## config.mk

```make
export PLATFORM = sky130hd
export DESIGN_NAME = time_entry_loader
export DESIGN_NICKNAME = d
export VERILOG_FILES = /design/src/rtl/time_entry_loader.sv
export SDC_FILE = /design/constraint.sdc
export NUM_CORES = 1
export LEC_CHECK = 0
export BUFFER_PORTS_ARGS = -buffer_cell sky130_fd_sc_hd__buf_4
export CAP_MARGIN = 20
export CORE_MARGIN = 10
export CORE_UTILIZATION = 40
export CTS_CLUSTER_DIAMETER = 120
export DETAILED_ROUTE_END_ITERATION = 7
export MAX_ROUTING_LAYER = met4
export PLACE_DENSITY = 0.71
export SLEW_MARGIN = 40
export SYNTH_ARGS = -nofsm -noshare
export SYNTH_HDL_FRONTEND = slang
export SYNTH_SLANG_ARGS = --single-unit
export TNS_END_PERCENT = 30
```

## constraint.sdc

```tcl
create_clock -name clk -period 2.26 [get_ports clk]
set_input_delay 0.113 -clock clk [delete_from_list [all_inputs] [get_ports clk]]
set_output_delay 0.113 -clock clk [all_outputs]
set_load 0.01 [all_outputs]
```

## src/rtl/time_entry_loader.sv

```systemverilog
// ---------------------------------------------------------------------------
// time_entry_loader
//
// Keypad-to-timer front end of the microwave oven. BCD keypresses are
// shifted into a 4-digit MM:SS buffer. The entry is validated on START.
// The block then drives the load/stop/clear controls and the parallel BCD
// digits of the downstream mod-10/mod-6 down-counter chain. It also tracks
// the cook state (idle/entry/load/run/pause).
//
// Ports
//   clk          in   system clock, all state on posedge
//   rst_n        in   asynchronous active-low reset
//   key_valid    in   key strobe level; one action per rising edge
//   key_code     in   0-9 digit, 4'hA CLEAR, 4'hB START, 4'hC-4'hF ignored
//   door_closed  in   1 = door shut; cooking only while 1
//   timer_done   in   AND of all counter zero flags (used in RUN only)
//   min_tens     out  BCD digit to the minutes-tens counter
//   min_units    out  BCD digit to the minutes-units counter
//   sec_tens     out  BCD digit to the seconds-tens (mod-6) counter
//   sec_units    out  BCD digit to the seconds-units counter
//   load         out  one-cycle pulse; counters capture the digits
//   stop         out  1 = counters hold
//   clear_cnt    out  one-cycle pulse; counters forced to 0
//   running      out  1 while in RUN
//   err          out  one-cycle pulse on a rejected START
// ---------------------------------------------------------------------------
module time_entry_loader #(
  parameter int MAX_SEC_TENS = 5,
  parameter int MAX_DIGITS   = 4
) (
  input  logic       clk,
  input  logic       rst_n,
  input  logic       key_valid,
  input  logic [3:0] key_code,
  input  logic       door_closed,
  input  logic       timer_done,
  output logic [3:0] min_tens,
  output logic [3:0] min_units,
  output logic [3:0] sec_tens,
  output logic [3:0] sec_units,
  output logic       load,
  output logic       stop,
  output logic       clear_cnt,
  output logic       running,
  output logic       err
);

  localparam int CNT_W = $clog2(MAX_DIGITS + 1);
  localparam logic [3:0] KEY_CLEAR = 4'hA;
  localparam logic [3:0] KEY_START = 4'hB;

  typedef enum logic [2:0] {
    IDLE  = 3'd0,
    ENTRY = 3'd1,
    LOAD  = 3'd2,
    RUN   = 3'd3,
    PAUSE = 3'd4
  } state_t;

  state_t             state_q, state_d;
  logic [15:0]        buf_q, buf_d;
  logic [CNT_W-1:0]   count_q, count_d;
  logic               key_valid_q, key_valid_d;
  logic               err_q, err_d;
  logic               clear_cnt_q, clear_cnt_d;

  logic               key_event;
  logic               is_digit;
  logic               has_room;
  logic               entry_ok;

  // A held key produces a single event on its rising edge.
  assign key_event = key_valid & ~key_valid_q;
  assign is_digit  = (key_code <= 4'd9);
  assign has_room  = (count_q < CNT_W'(MAX_DIGITS));
  // Seconds-tens must fit the mod-6 counter. An all-zero time would finish
  // immediately, so it is rejected. The door must be shut to cook.
  assign entry_ok  = (buf_q[7:4] <= 4'(MAX_SEC_TENS)) && (buf_q != 16'h0000) &&
                     door_closed;

  always_comb begin
    state_d     = state_q;
    buf_d       = buf_q;
    count_d     = count_q;
    key_valid_d = key_valid;
    err_d       = 1'b0;
    clear_cnt_d = 1'b0;

    case (state_q)
      IDLE: begin
        if (key_event && is_digit) begin
          buf_d   = {buf_q[11:0], key_code};
          count_d = count_q + 1'b1;
          state_d = ENTRY;
        end
      end

      ENTRY: begin
        if (key_event) begin
          if (is_digit) begin
            if (has_room) begin
              buf_d   = {buf_q[11:0], key_code};
              count_d = count_q + 1'b1;
            end
          end else if (key_code == KEY_CLEAR) begin
            buf_d   = 16'h0000;
            count_d = '0;
            state_d = IDLE;
          end else if (key_code == KEY_START) begin
            if (entry_ok) state_d = LOAD;
            else          err_d   = 1'b1;
          end
        end
      end

      LOAD: state_d = RUN;

      RUN: begin
        // Order of checks: timer_done first, then door open, then CLEAR.
        if (timer_done) begin
          buf_d   = 16'h0000;
          count_d = '0;
          state_d = IDLE;
        end else if (!door_closed) begin
          state_d = PAUSE;
        end else if (key_event && key_code == KEY_CLEAR) begin
          buf_d       = 16'h0000;
          count_d     = '0;
          clear_cnt_d = 1'b1;
          state_d     = IDLE;
        end
      end

      PAUSE: begin
        if (key_event) begin
          if (key_code == KEY_START && door_closed) begin
            // Resume without reload; the counters kept the remaining time.
            state_d = RUN;
          end else if (key_code == KEY_CLEAR) begin
            buf_d       = 16'h0000;
            count_d     = '0;
            clear_cnt_d = 1'b1;
            state_d     = IDLE;
          end
        end
      end

      default: state_d = IDLE;
    endcase
  end

  always_ff @(posedge clk or negedge rst_n) begin
    if (!rst_n) begin
      state_q     <= IDLE;
      buf_q       <= 16'h0000;
      count_q     <= '0;
      key_valid_q <= 1'b0;
      err_q       <= 1'b0;
      clear_cnt_q <= 1'b0;
    end else begin
      state_q     <= state_d;
      buf_q       <= buf_d;
      count_q     <= count_d;
      key_valid_q <= key_valid_d;
      err_q       <= err_d;
      clear_cnt_q <= clear_cnt_d;
    end
  end

  assign min_tens  = buf_q[15:12];
  assign min_units = buf_q[11:8];
  assign sec_tens  = buf_q[7:4];
  assign sec_units = buf_q[3:0];

  // The counters honour load only while stop is low, so LOAD also releases stop.
  assign load      = (state_q == LOAD);
  assign stop      = !((state_q == LOAD) || (state_q == RUN));
  assign running   = (state_q == RUN);
  assign err       = err_q;
  assign clear_cnt = clear_cnt_q;

endmodule
```

== After elaboration in Yosys (flattened, before gate mapping) ==
Index checks and enable logic that the tools add are counted.

* Reductions and logical operators: 12
* Multiplexer cells: 47
* Equality and inequality tests: 18
* Bitwise gates (word level): 2
* $add $sub $neg: 1
* $lt $le $gt $ge: 3

{| class="wikitable"
|+ Operators by type and width
! kind !! number
|-
| $mux 16 || 10
|-
| $pmux 16 s4 || 1
|-
| $mux 3 || 21
|-
| $reduce_and 8->1 || 2
|-
| $reduce_bool 16->1 || 1
|-
| $ne 3x3->1 const B || 5
|-
| $pmux 3 s5 || 1
|-
| $mux 1 || 12
|-
| $pmux 3 s4 || 1
|-
| $ne 2x2->1 const B || 5
|-
| $eq 4x4->1 const B || 2
|-
| $eq 3x2->1 const B || 2
|-
| $logic_and 1x1->1 || 5
|-
| $le 4x3->1 const B || 1
|-
| $le 4x4->1 const B || 1
|-
| $ne 4x3->1 const B || 1
|-
| $reduce_bool 4->1 || 1
|-
| $add 3x1->3 const B || 1
|-
| $eq 3x1->1 const B || 1
|-
| $eq 3x3->1 const B || 1
|-
| $logic_not 3->1 || 1
|-
| $lt 3x3->1 const B || 1
|-
| $ne 3x2->1 const B || 1
|-
| $pmux 1 s2 || 1
|-
| 4 further kinds || 4
|}

* Input port bits: 9
* Word-level logic and storage cells: 89
* Register bits: 25
* Output and inout bits: 21

== Logic depth before layout (Yosys ltp) ==
Gate-level depths: netlist of run 1.

* Depth in word-level cells: 9
* Mapped depth: 8
* Mapped depth without buffers: 5

== Worst setup path before layout of run 1 ==
OpenSTA, ideal clock, no wires.

* Kind: reg2reg
* Start point: register state_q[2]
* End point: register state_q[0]
* Stages on the path, launching flop included: 7
* Setup time: 0.128 ns
* Data arrival time: 1.592 ns
* Setup slack: 0.541 ns
* Data required time: 2.132 ns
* Period minus slack after synthesis: 1.719 ns
* Buffers on the path: 1
* Cells stage by stage: dfrtp_1 clkbuf_1 and4bb_2 o311ai_0 o221a_1 o41ai_1 mux2_1

* Word-level cells in the longest chain between the ends: 3
* Elaborated cells on any way between the ends: 15
* Those cells by class: 12 x eq/ne; 1 x mux; 2 x reduce/logical

{| class="wikitable"
|+ RTL lines
! what !! RTL line !! source
|-
| start: declaration || 60 || <nowiki>state_t state_q, state_d;</nowiki>
|-
| start signal: assignment || 161 || <nowiki>state_q <= state_d;</nowiki>
|-
| $eq 3x2->1, or another cell as far along || 89 || <nowiki>case (state_q)</nowiki>
|-
| $ne 4x3->1 (no source line), or another cell as far along || n/a ||
|-
| $reduce_and 8->1 (no source line) || n/a ||
|}

Parallel ways exist; a longest one is shown, timed or not.
A chain may end at the register's enable or synchronous reset.

== Worst setup path after layout of run 1 ==
* Start point: register state_q[0]
* End point: register count_q[2]

* Word-level cells in the longest chain between the ends: 3
* Elaborated cells on any way between the ends: 14
* Those cells by class: 10 x eq/ne; 1 x mux; 3 x reduce/logical

{| class="wikitable"
|+ RTL lines
! what !! RTL line !! source
|-
| $eq 3x1->1, or another cell as far along || 89 ||
|-
| $ne 3x3->1 (no source line), or another cell as far along || n/a ||
|-
| $reduce_and 8->1 (no source line) || n/a ||
|-
| end signal: assignment || 163 || <nowiki>count_q <= count_d;</nowiki>
|-
| end: declaration || 62 || <nowiki>logic [CNT_W-1:0] count_q, count_d;</nowiki>
|}

Parallel ways exist; a longest one is shown, timed or not.

==> results of run 1 <==
[critical path: cells and delay by family, from the launching register on]
kind / cells / cell delay, ns
AOI/OAI and AO/OA: 4 / 1.26
and+or+nand+nor: 1 / 0.16
DFF: 1 / 0.56
[power breakdown]
part / leakage [nW] / internal, mW / switching, mW / total (mW)
sequential: 0.321 / 0.588 / 0.173 / 0.761
combinational: 0.427 / 0.415 / 0.400 / 0.814
clock: 0.0139 / 0.0678 / 0.147 / 0.215
total: 0.762 / 1.07 / 0.720 / 1.79
[layout make-up]
| class | count | area share, % |
|---|---|---|
| inverters | 1 | 0.224 |
| repair buffers | 34 | 15.5 |
| flip-flops and latches | 25 | 37.3 |
| well taps | 46 | 3.43 |
| multi-input cells | 96 | 41.8 |
| clock buffers | 3 | 1.34 |
| clock inverters | 1 | 0.447 |
[worst paths after layout]
path	startpoint	to	slack [ns]	cells past startpoint
max	state_q[0]	count_q[2]	0.19	5
min	key_code[2]	buf_q[2]	0.04	2
max reg2reg	state_q[0]	count_q[2]	0.19	5
min reg2reg	count_q[1]	count_q[1]	0.53	1
max in group asynchronous	rst_n	buf_q[0]	1.81	2
min in group asynchronous	rst_n	err	0.20	2
[Yosys cell counts (2+ instances only)]
cell type  number
a21oi_1         4
a22o_1         16
buf_2           2
buf_6           2
dfrtp_1        25
mux2_2          2
nand2_1         8
nand2b_1        6
nand3_1         2
nand4_1         2
nor2_1         12
nor2b_1         2
nor3b_1         2
nor4_1          5
o21a_1          2
o21ai_0         5
[state kept, by name, summed over array words and instances (netlist names)]
signal / count
state_q: 3
key_valid_q: 1
buf_q: 16
clear_cnt: 1
err: 1
count_q: 3
[metrics by stage]
stage,total power [mW],util (%),instances,hold WS [ns],cell area [sq um]
6_report,1.79,50.3,206,0.0383,1680
5_1_grt,1.94,50.3,206,0.0254,1680
4_1_cts,1.81,50.3,206,0.0292,1680
3_5_place_dp,1.59,48.8,200,0.0383,1630
3_3_place_gp,1.57,48.8,200,0.0375,1630
2_1_floorplan,1.27,-,128,-0.183,1370
[routing by layer]
layer	wire (um)	part of all wire, %	vias up	GRT usage (%)
li1	-	-	561	-
met1	1500	43	585	14.4
met2	1620	47	42	18.8
met3	294	8.5	7	4.56
met4	49	1.4	0	3.76
met5	0	0	-	-
[layout by cell type, fill, tap and decap left out, types with 3 or more instances in the layout]
cell,count
a21oi_1,4
nand2b_1,6
nor4_1,5
a22o_1,16
clkbuf_4,3
o21ai_0,5
dfrtp_1,25
buf_4,32
nand2_1,8
nor2_1,12
[kinds of logic after synthesis]
kind of cell,share of synthesized area (%)
buf+inv,3.46
flops,45.5
mux,2.46
fa+ha+maj,0.911
compound gates,26.3
simple gates,21.3
[what timing repair did]
action                    4_1_cts  5_1_grt
gates resized for setup         0        0
hold buffers                    2        0
hold endpoints to repair       26        0
==> run summary, run 1 <==
Status: finished clean
# DRC: 0
Crit end category: register
Crit-path cells: nor2_1, a21o_1, a221oi_4, o311ai_4, a221o_1
H-tree Lvls: 1
Largest net degree at the start of global routing: 26
CP required: 2.50 ns
Max cap viols: 0
Fillers: 314
CTS max path bufs: 2
Die Ht: 78.6 um
DRT Pass-1 Iters: 5
Worst Skew: 0.00626 ns
Library cells used by synthesis: 47
Multi-input logic area: 701 sq um
Crit Path Max Fanout: 18
Post-CTS setup buffers: 0
Critical path startpoint category: register
TritonCTS Buffers: 3
Min setup slack post-route: 0.188 ns
Core ar.: 3340 sq um
Port Buffers: 29
Max Freq: 0.483 GHz
Vias: 1,195
Nets@finish: 171
GRT Total Usage: 12.2%
Worst Path Arrival: 2.31 ns
Share of layout cells above drive strength 1: 28.1%
Register area: 626 sq um
Final Hold Fails: 0
Syn Std Cell Area: 1370 sq um
Vias in the first global route: 1,265
Clk Latency, worst-skew pair: 0.33 ns
Synth top area share: 45.5%
Post-synth EDFFs: 0
Cell taking the most area after synthesis: dfrtp_1
Grt ovf: 0
Clk Tree Root Cell: clkbuf_4
Diodes inserted: 0
Final HPWL DP: 2620 um
Share of the yosys chip area belonging to registers: 45.5%
CTS tree: built
Row count: 21
Syn Area/Cell: 10.7 sq um
Endpoints failing setup: 0
Avg WL per Cell: 16.8 um
Area contributors post-synth: dfrtp_1, a22o_1, nor2_1, nand2b_1, nor4_1
TNS Setup: 0 ns
Period Utilization, post-route: 91.7%
IO Pins: 30
Synth Instances: 128
PwrDens: 1070 nW/um^2
Worst path slowest cell: dfrtp_1
Synth Net Count: 138
YS warnings: 0
Initial Util: 41.2%
Rel. slew slack: 49.6%
Syn-to-layout area delta: 22.1%
Routability Congestion: 0.868
Worst min-delay path class: in -> reg
DR iter-0 viols: 71
TritonCTS Sinks: 25
Die area: 6180 sq um
Routed WL: 3460 um
Flops & latches, synth: 25
Crit Path Class: reg -> reg
First-pass GRT wire length: 6060 um
Max incr delay on CP: 0.56 ns
RSZ-0062 raised after global routing: no
Vias per cell: 5.80
Pre-CTS WS: 0.210 ns
Leakage: 0.762 nW
Final ANT Viol Nets: 0
Clock transition at the registers of the reported paths: 0.15 ns
VDD IR-drop max: 0.421 mV
Tmin final: 2.07 ns
Initial antenna violation count: 0
Most used flip-flop cell after synthesis: dfrtp_1
Slew @ Worst Pin: 0.754 ns
Fraction of registers with async set/reset: 100%
Final Slew Violations: 0
Die width: 78.6 um
(Power assumes the default switching activity.)
==> run 2: changes to the inputs <==
--- a/config.mk
+++ b/config.mk
@@ -11,6 +11,7 @@
 export CORE_UTILIZATION = 40
 export CTS_CLUSTER_DIAMETER = 120
 export DETAILED_ROUTE_END_ITERATION = 7
+export HOLD_SLACK_MARGIN = 0.05
 export MAX_ROUTING_LAYER = met4
 export PLACE_DENSITY = 0.71
 export SLEW_MARGIN = 40
==> run summary, run 2 (same netlist as run 1, synthesis figures left out) <==
Endpoints failing setup: 0 (unchanged)
DR iter-0 viols: 46 (was 71)
Row count: 21 (unchanged)
Die width: 78.6 um (unchanged)
Clock transition at the registers of the reported paths: 0.15 ns (about the same)
Crit end category: register (unchanged)
VDD IR-drop max: 0.420 mV (was 0.421 mV)
Syn-to-layout area delta: 25.0% (was 22.1%)
Slew @ Worst Pin: 0.755 ns (was 0.754 ns)
R2R Path Start: state_q[0] (unchanged)
Nets@finish: 175 (was 171)
Tmin final: 2.08 ns (was 2.07 ns)
Critical path startpoint category: input pin (was register)
Most frequent cells in the layout: buf_4, dfrtp_1, a22o_1 (unchanged)
Initial Util: 41.2% (unchanged)
TritonCTS Sinks: 25 (unchanged)
Worst Skew: 0.00722 ns (was 0.00626 ns)
Vias in the first global route: 1,290 (was 1,265)
TNS Setup: 0 ns (unchanged)
Max incr delay on CP: 0.54 ns (was 0.56 ns)
Largest regs: buf_q x16, count_q x3, state_q x3 (unchanged)
Final Hold Fails: 0 (unchanged)
Status: finished clean (unchanged)
Rel. slew slack: 49.5% (was 49.6%)
Clk Tree Root Cell: clkbuf_4 (unchanged)
Grt ovf: 0 (unchanged)
Max cap viols: 0 (unchanged)
Routability Congestion: 0.868 (unchanged)
Fillers: 310 (was 314)
Period Utilization, post-route: 91.8% (was 91.7%)
Design Power: 1.79 mW (about the same)
Share of layout cells above drive strength 1: 27.4% (was 28.1%)
TritonCTS Buffers: 3 (unchanged)
Crit-path cells: dlygate4sd3_1, buf_4, o21a_1, a21o_1, a221oi_4, o311ai_4, a221o_1 (was nor2_1, a21o_1, a221oi_4, o311ai_4, a221o_1)
Hold_buf cts: 6 (was 2)
Core ar.: 3340 sq um (unchanged)
CP required: 2.50 ns (about the same)
Worst path slowest cell: dlygate4sd3_1 (was dfrtp_1)
Multi-input logic area: 701 sq um (unchanged)
Hold path startpoint: key_code[3] (was key_code[2])
IO Pins: 30 (unchanged)
Register area: 626 sq um (unchanged)
Final Slew Violations: 0 (unchanged)
Routed WL: 3480 um (was 3460 um)
Leakage: 0.778 nW (was 0.762 nW)
Most common cell after layout, fill and taps aside: buf_4 (unchanged)
Crit Path Class: in -> reg (was reg -> reg)
Post-CTS setup buffers: 0 (unchanged)
DRT Pass-1 Iters: 4 (was 5)
PwrDens: 1040 nW/um^2 (was 1070 nW/um^2)
Initial antenna violation count: 0 (unchanged)
Vias: 1,199 (was 1,195)
Final ANT Viol Nets: 0 (unchanged)
# DRC: 0 (unchanged)
PostCTS Resize Cnt: 0 (unchanged)
Worst min-delay path class: in -> reg (unchanged)
Crit Path Max Fanout: 18 (unchanged)
Max reg flops: 16 (unchanged)
Max Freq: 0.482 GHz (was 0.483 GHz)
Worst Path Arrival: 2.32 ns (was 2.31 ns)
Vias per cell: 5.71 (was 5.80)
CTS max path bufs: 2 (unchanged)
CTS tree: built (unchanged)
Port Buffers: 29 (unchanged)
Clk Latency, worst-skew pair: 0.33 ns (about the same)
Most flops, register: buf_q (unchanged)
GRT Total Usage: 12.3% (was 12.2%)
Diodes inserted: 0 (unchanged)
Final HPWL DP: 2620 um (unchanged)
RSZ-0062 raised after global routing: no (unchanged)
Avg WL per Cell: 16.6 um (was 16.8 um)
Die area: 6180 sq um (unchanged)
CP Launch Point: key_code[1] (was state_q[0])
H-tree Lvls: 1 (unchanged)
Largest net degree at the start of global routing: 26 (unchanged)
First-pass GRT wire length: 6150 um (was 6060 um)
Die Ht: 78.6 um (unchanged)
## run 2: cell count changes in the layout (fill, tap and decap cells not counted)
| cell | change |
|---|---|
| dlygate4sd3_1 | +4 |
## run 2: layout make-up
class                           instances  area share, %
Clock buffer                            3           1.31
Clock inverter                          1          0.437
Inverter                                1          0.218
Multi-Input combinational cell         96           40.8
Sequential cell                        25           36.4
Tap cell                               46           3.35
Timing Repair Buffer                   38           17.5
## run 2: critical path: cells and delay by family
family	cells	cell delay [ns]
buf+inv	2	0.70
compound gates	5	1.51
## run 2: path summary, 6_finish.rpt
check	slack, ns	end	cells past startpoint
min	0.17	err	5
min reg2reg	0.53	count_q[1]	1
max reg2reg	0.19	count_q[2]	5
max	0.18	count_q[2]	7
max in group asynchronous	1.81	buf_q[0]	2
min in group asynchronous	0.20	err	2
## run 2: where the power goes
group	switching [mW]	internal [mW]	leakage [nW]	total [mW]
Sequential	0.173	0.588	0.321	0.761
Combinational	0.400	0.419	0.443	0.819
Clock	0.147	0.0678	0.0139	0.215
Total	0.720	1.07	0.778	1.79
## run 2: through the flow
step | cells | utilization [%] | worst slack [ns] | hold WS, ns | instance area (sq um)
after floorplan | 128 | - | 0.541 | -0.183 | 1370
after global routing | 210 | 51.5 | 0.0542 | 0.192 | 1720
after detailed placement | 200 | 48.8 | 0.210 | 0.0383 | 1630
after CTS | 210 | 51.5 | 0.192 | 0.153 | 1720
final | 210 | 51.5 | 0.184 | 0.165 | 1720
after global placement | 200 | 48.8 | 0.273 | 0.0375 | 1630
## run 2: metal layers
layer	part of all wire (%)	GRT usage, %
met1	44	14.2
met2	47	19.6
met3	7.5	4.33
met4	1.4	3.76
met5	0	-
==> run 3: changes to the inputs <==
--- a/config.mk
+++ b/config.mk
@@ -5,8 +5,10 @@
 export SDC_FILE = /design/constraint.sdc
 export NUM_CORES = 1
 export LEC_CHECK = 0
+export ABC_CLOCK_PERIOD_IN_PS = 2260
 export BUFFER_PORTS_ARGS = -buffer_cell sky130_fd_sc_hd__buf_4
-export CAP_MARGIN = 20
+export CAP_MARGIN = 5
+export CORE_ASPECT_RATIO = 1.25
 export CORE_MARGIN = 10
 export CORE_UTILIZATION = 40
 export CTS_CLUSTER_DIAMETER = 120
==> run summary, run 3 (same netlist as run 1, synthesis figures left out) <==
Status: finished clean (unchanged)
Diodes inserted: 0 (unchanged)
Grt ovf: 0 (unchanged)
Initial Util: 42.2% (was 41.2%)
Register area: 626 sq um (unchanged)
Endpoints failing setup: 0 (unchanged)
Largest net degree at the start of global routing: 26 (unchanged)
Pint: 1.13 mW (was 1.07 mW)
Tmin final: 2.07 ns (was 2.08 ns)
Leakage: 0.770 nW (was 0.778 nW)
CTS max path bufs: 2 (unchanged)
Most frequent cells in the layout: buf_4, dfrtp_1, a22o_1 (unchanged)
Most common cell after layout, fill and taps aside: buf_4 (unchanged)
Crit end category: register (unchanged)
Share of power burned in registers: 41.8% (was 42.4%)
VDD IR-drop max: 0.604 mV (was 0.420 mV)
Multi-input logic area: 701 sq um (unchanged)
Share of layout cells above drive strength 1: 27.5% (was 27.4%)
Die width: 72.4 um (was 78.6 um)
Placed cells: 191 (was 200)
Final HPWL DP: 2600 um (was 2620 um)
Sw Ratio: 38.1% (was 40.1%)
Hold path depth: 2 (was 5)
Non-filler cells, final: 197 (was 210)
Nets@finish: 171 (was 175)
CP Launch Point: state_q[0] (was key_code[1])
Most flops, register: buf_q (unchanged)
Register-to-Register Path Depth: 5 (unchanged)
Max cap viols: 0 (unchanged)
Logic gate share of total power: 44.3% (was 45.6%)
Avg WL per Cell: 17.0 um (was 16.6 um)
Worst Path Arrival: 2.21 ns (was 2.32 ns)
Clock transition at the registers of the reported paths: 0.08 ns (was 0.15 ns)
Row count: 23 (was 21)
PostCTS Resize Cnt: 0 (unchanged)
Worst min-delay path class: in -> reg (unchanged)
Vias: 1,181 (was 1,199)
# DRC: 0 (unchanged)
Fillers: 292 (was 310)
Largest regs: buf_q x16, count_q x3, state_q x3 (unchanged)
CTS tree: built (unchanged)
Crit Path Class: reg -> reg (was in -> reg)
H-tree Lvls: 1 (unchanged)
Max Freq: 0.484 GHz (was 0.482 GHz)
Max incr delay on CP: 0.55 ns (was 0.54 ns)
Final ANT Viol Nets: 0 (unchanged)
DRT Pass-1 Iters: 4 (unchanged)
GRT Total Usage: 10.9% (was 12.3%)
Routability Congestion: 0.903 (was 0.868)
Syn-to-layout area delta: 22.4% (was 25.0%)
Rel. slew slack: 51.1% (was 49.5%)
TritonCTS Sinks: 25 (unchanged)
PwrDens: 1080 nW/um^2 (was 1040 nW/um^2)
First-pass GRT wire length: 5520 um (was 6150 um)
Hold path startpoint: key_code[1] (was key_code[3])
Worst path slowest cell: dfrtp_1 (was dlygate4sd3_1)
IO Pins: 30 (unchanged)
R2R Path Start: state_q[0] (unchanged)
Final Hold Fails: 0 (unchanged)
Routed WL: 3340 um (was 3480 um)
DR iter-0 viols: 123 (was 46)
Clock power frac: 13.9% (was 12.0%)
RSZ-0062 raised after global routing: no (unchanged)
Final Slew Violations: 0 (unchanged)
Vias per cell: 5.99 (was 5.71)
TNS Setup: 0 ns (unchanged)
Period Utilization, post-route: 91.4% (was 91.8%)
Worst Skew: 0.00186 ns (was 0.00722 ns)
CP required: 2.41 ns (was 2.50 ns)
Die Ht: 85.5 um (was 78.6 um)
Core ar.: 3250 sq um (was 3340 sq um)
Crit-path cells: nor2_1, a21o_1, a221oi_4, o311ai_4, a221o_1 (was dlygate4sd3_1, buf_4, o21a_1, a21o_1, a221oi_4, o311ai_4, a221o_1)
Initial antenna violation count: 0 (unchanged)
Crit Path Max Fanout: 18 (unchanged)
Critical path startpoint category: register (was input pin)
Vias in the first global route: 1,190 (was 1,290)
Max reg flops: 16 (unchanged)
Clk Latency, worst-skew pair: 0.26 ns (was 0.33 ns)
Die area: 6190 sq um (was 6180 sq um)
Port Buffers: 29 (unchanged)
Slew @ Worst Pin: 0.732 ns (was 0.755 ns)
Clk Tree Root Cell: clkbuf_8 (was clkbuf_4)
Sw power: 694 uW (was 720 uW)
TritonCTS Buffers: 3 (unchanged)
run 3: final timing paths:
check,endpoint,slack (ns)
max,count_q[2],0.19
min,buf_q[1],0.12
max reg2reg,count_q[2],0.19
min reg2reg,count_q[1],0.53
max in group asynchronous,state_q[2],1.72
min in group asynchronous,buf_q[13],0.29
run 3: layer usage:
layer  track usage [%]  up-vias  share of wire (%)
li1                  -      560                  -
met1              13.0      582                 44
met2              17.1       34                 48
met3              3.00        5                7.1
met4              3.81        0                1.2
met5                 -        -                  0
run 3: metrics by stage:
stage | total power [mW] | worst slack, ns | utilization [%] | hold WS [ns] | instance area (sq um)
finish | 1.82 | 0.194 | 51.7 | 0.115 | 1680
global route | 1.96 | 0.0469 | 51.7 | 0.121 | 1680
CTS | 1.84 | 0.232 | 51.7 | 0.116 | 1680
detailed placement | 1.58 | 0.228 | 49.7 | 0.0377 | 1620
global placement | 1.56 | 0.268 | 49.7 | 0.0321 | 1620
floorplan | 1.27 | 0.541 | - | -0.183 | 1370
run 3: power by group through the flow:
stage / Clock, mW / Combinational (mW) / Sequential (mW)
floorplan: 0 / 0.508 / 0.759
detailed placement: 0 / 0.812 / 0.771
global placement: 0 / 0.799 / 0.763
CTS: 0.264 / 0.819 / 0.761
global route: 0.283 / 0.890 / 0.792
finish: 0.253 / 0.807 / 0.763
run 3: cell type report:
cell class | count | area share (%)
multi-input combinational | 96 | 41.7
sequential | 25 | 37.2
timing repair buffer | 34 | 15.5
tap | 37 | 2.75
clock buffer | 4 | 2.68
inverter | 1 | 0.223
run 3: what timing repair did:
item	in CTS	in global routing
buffers inserted	0	0
hold endpoints to repair	26	0
hold buffers	2	0
run 3: worst max-delay path, delay by kind of cell, from the launching register on:
| kind | cells | cell delay, ns |
|---|---|---|
| simple gates | 1 | 0.16 |
| flops | 1 | 0.55 |
| compound gates | 4 | 1.24 |
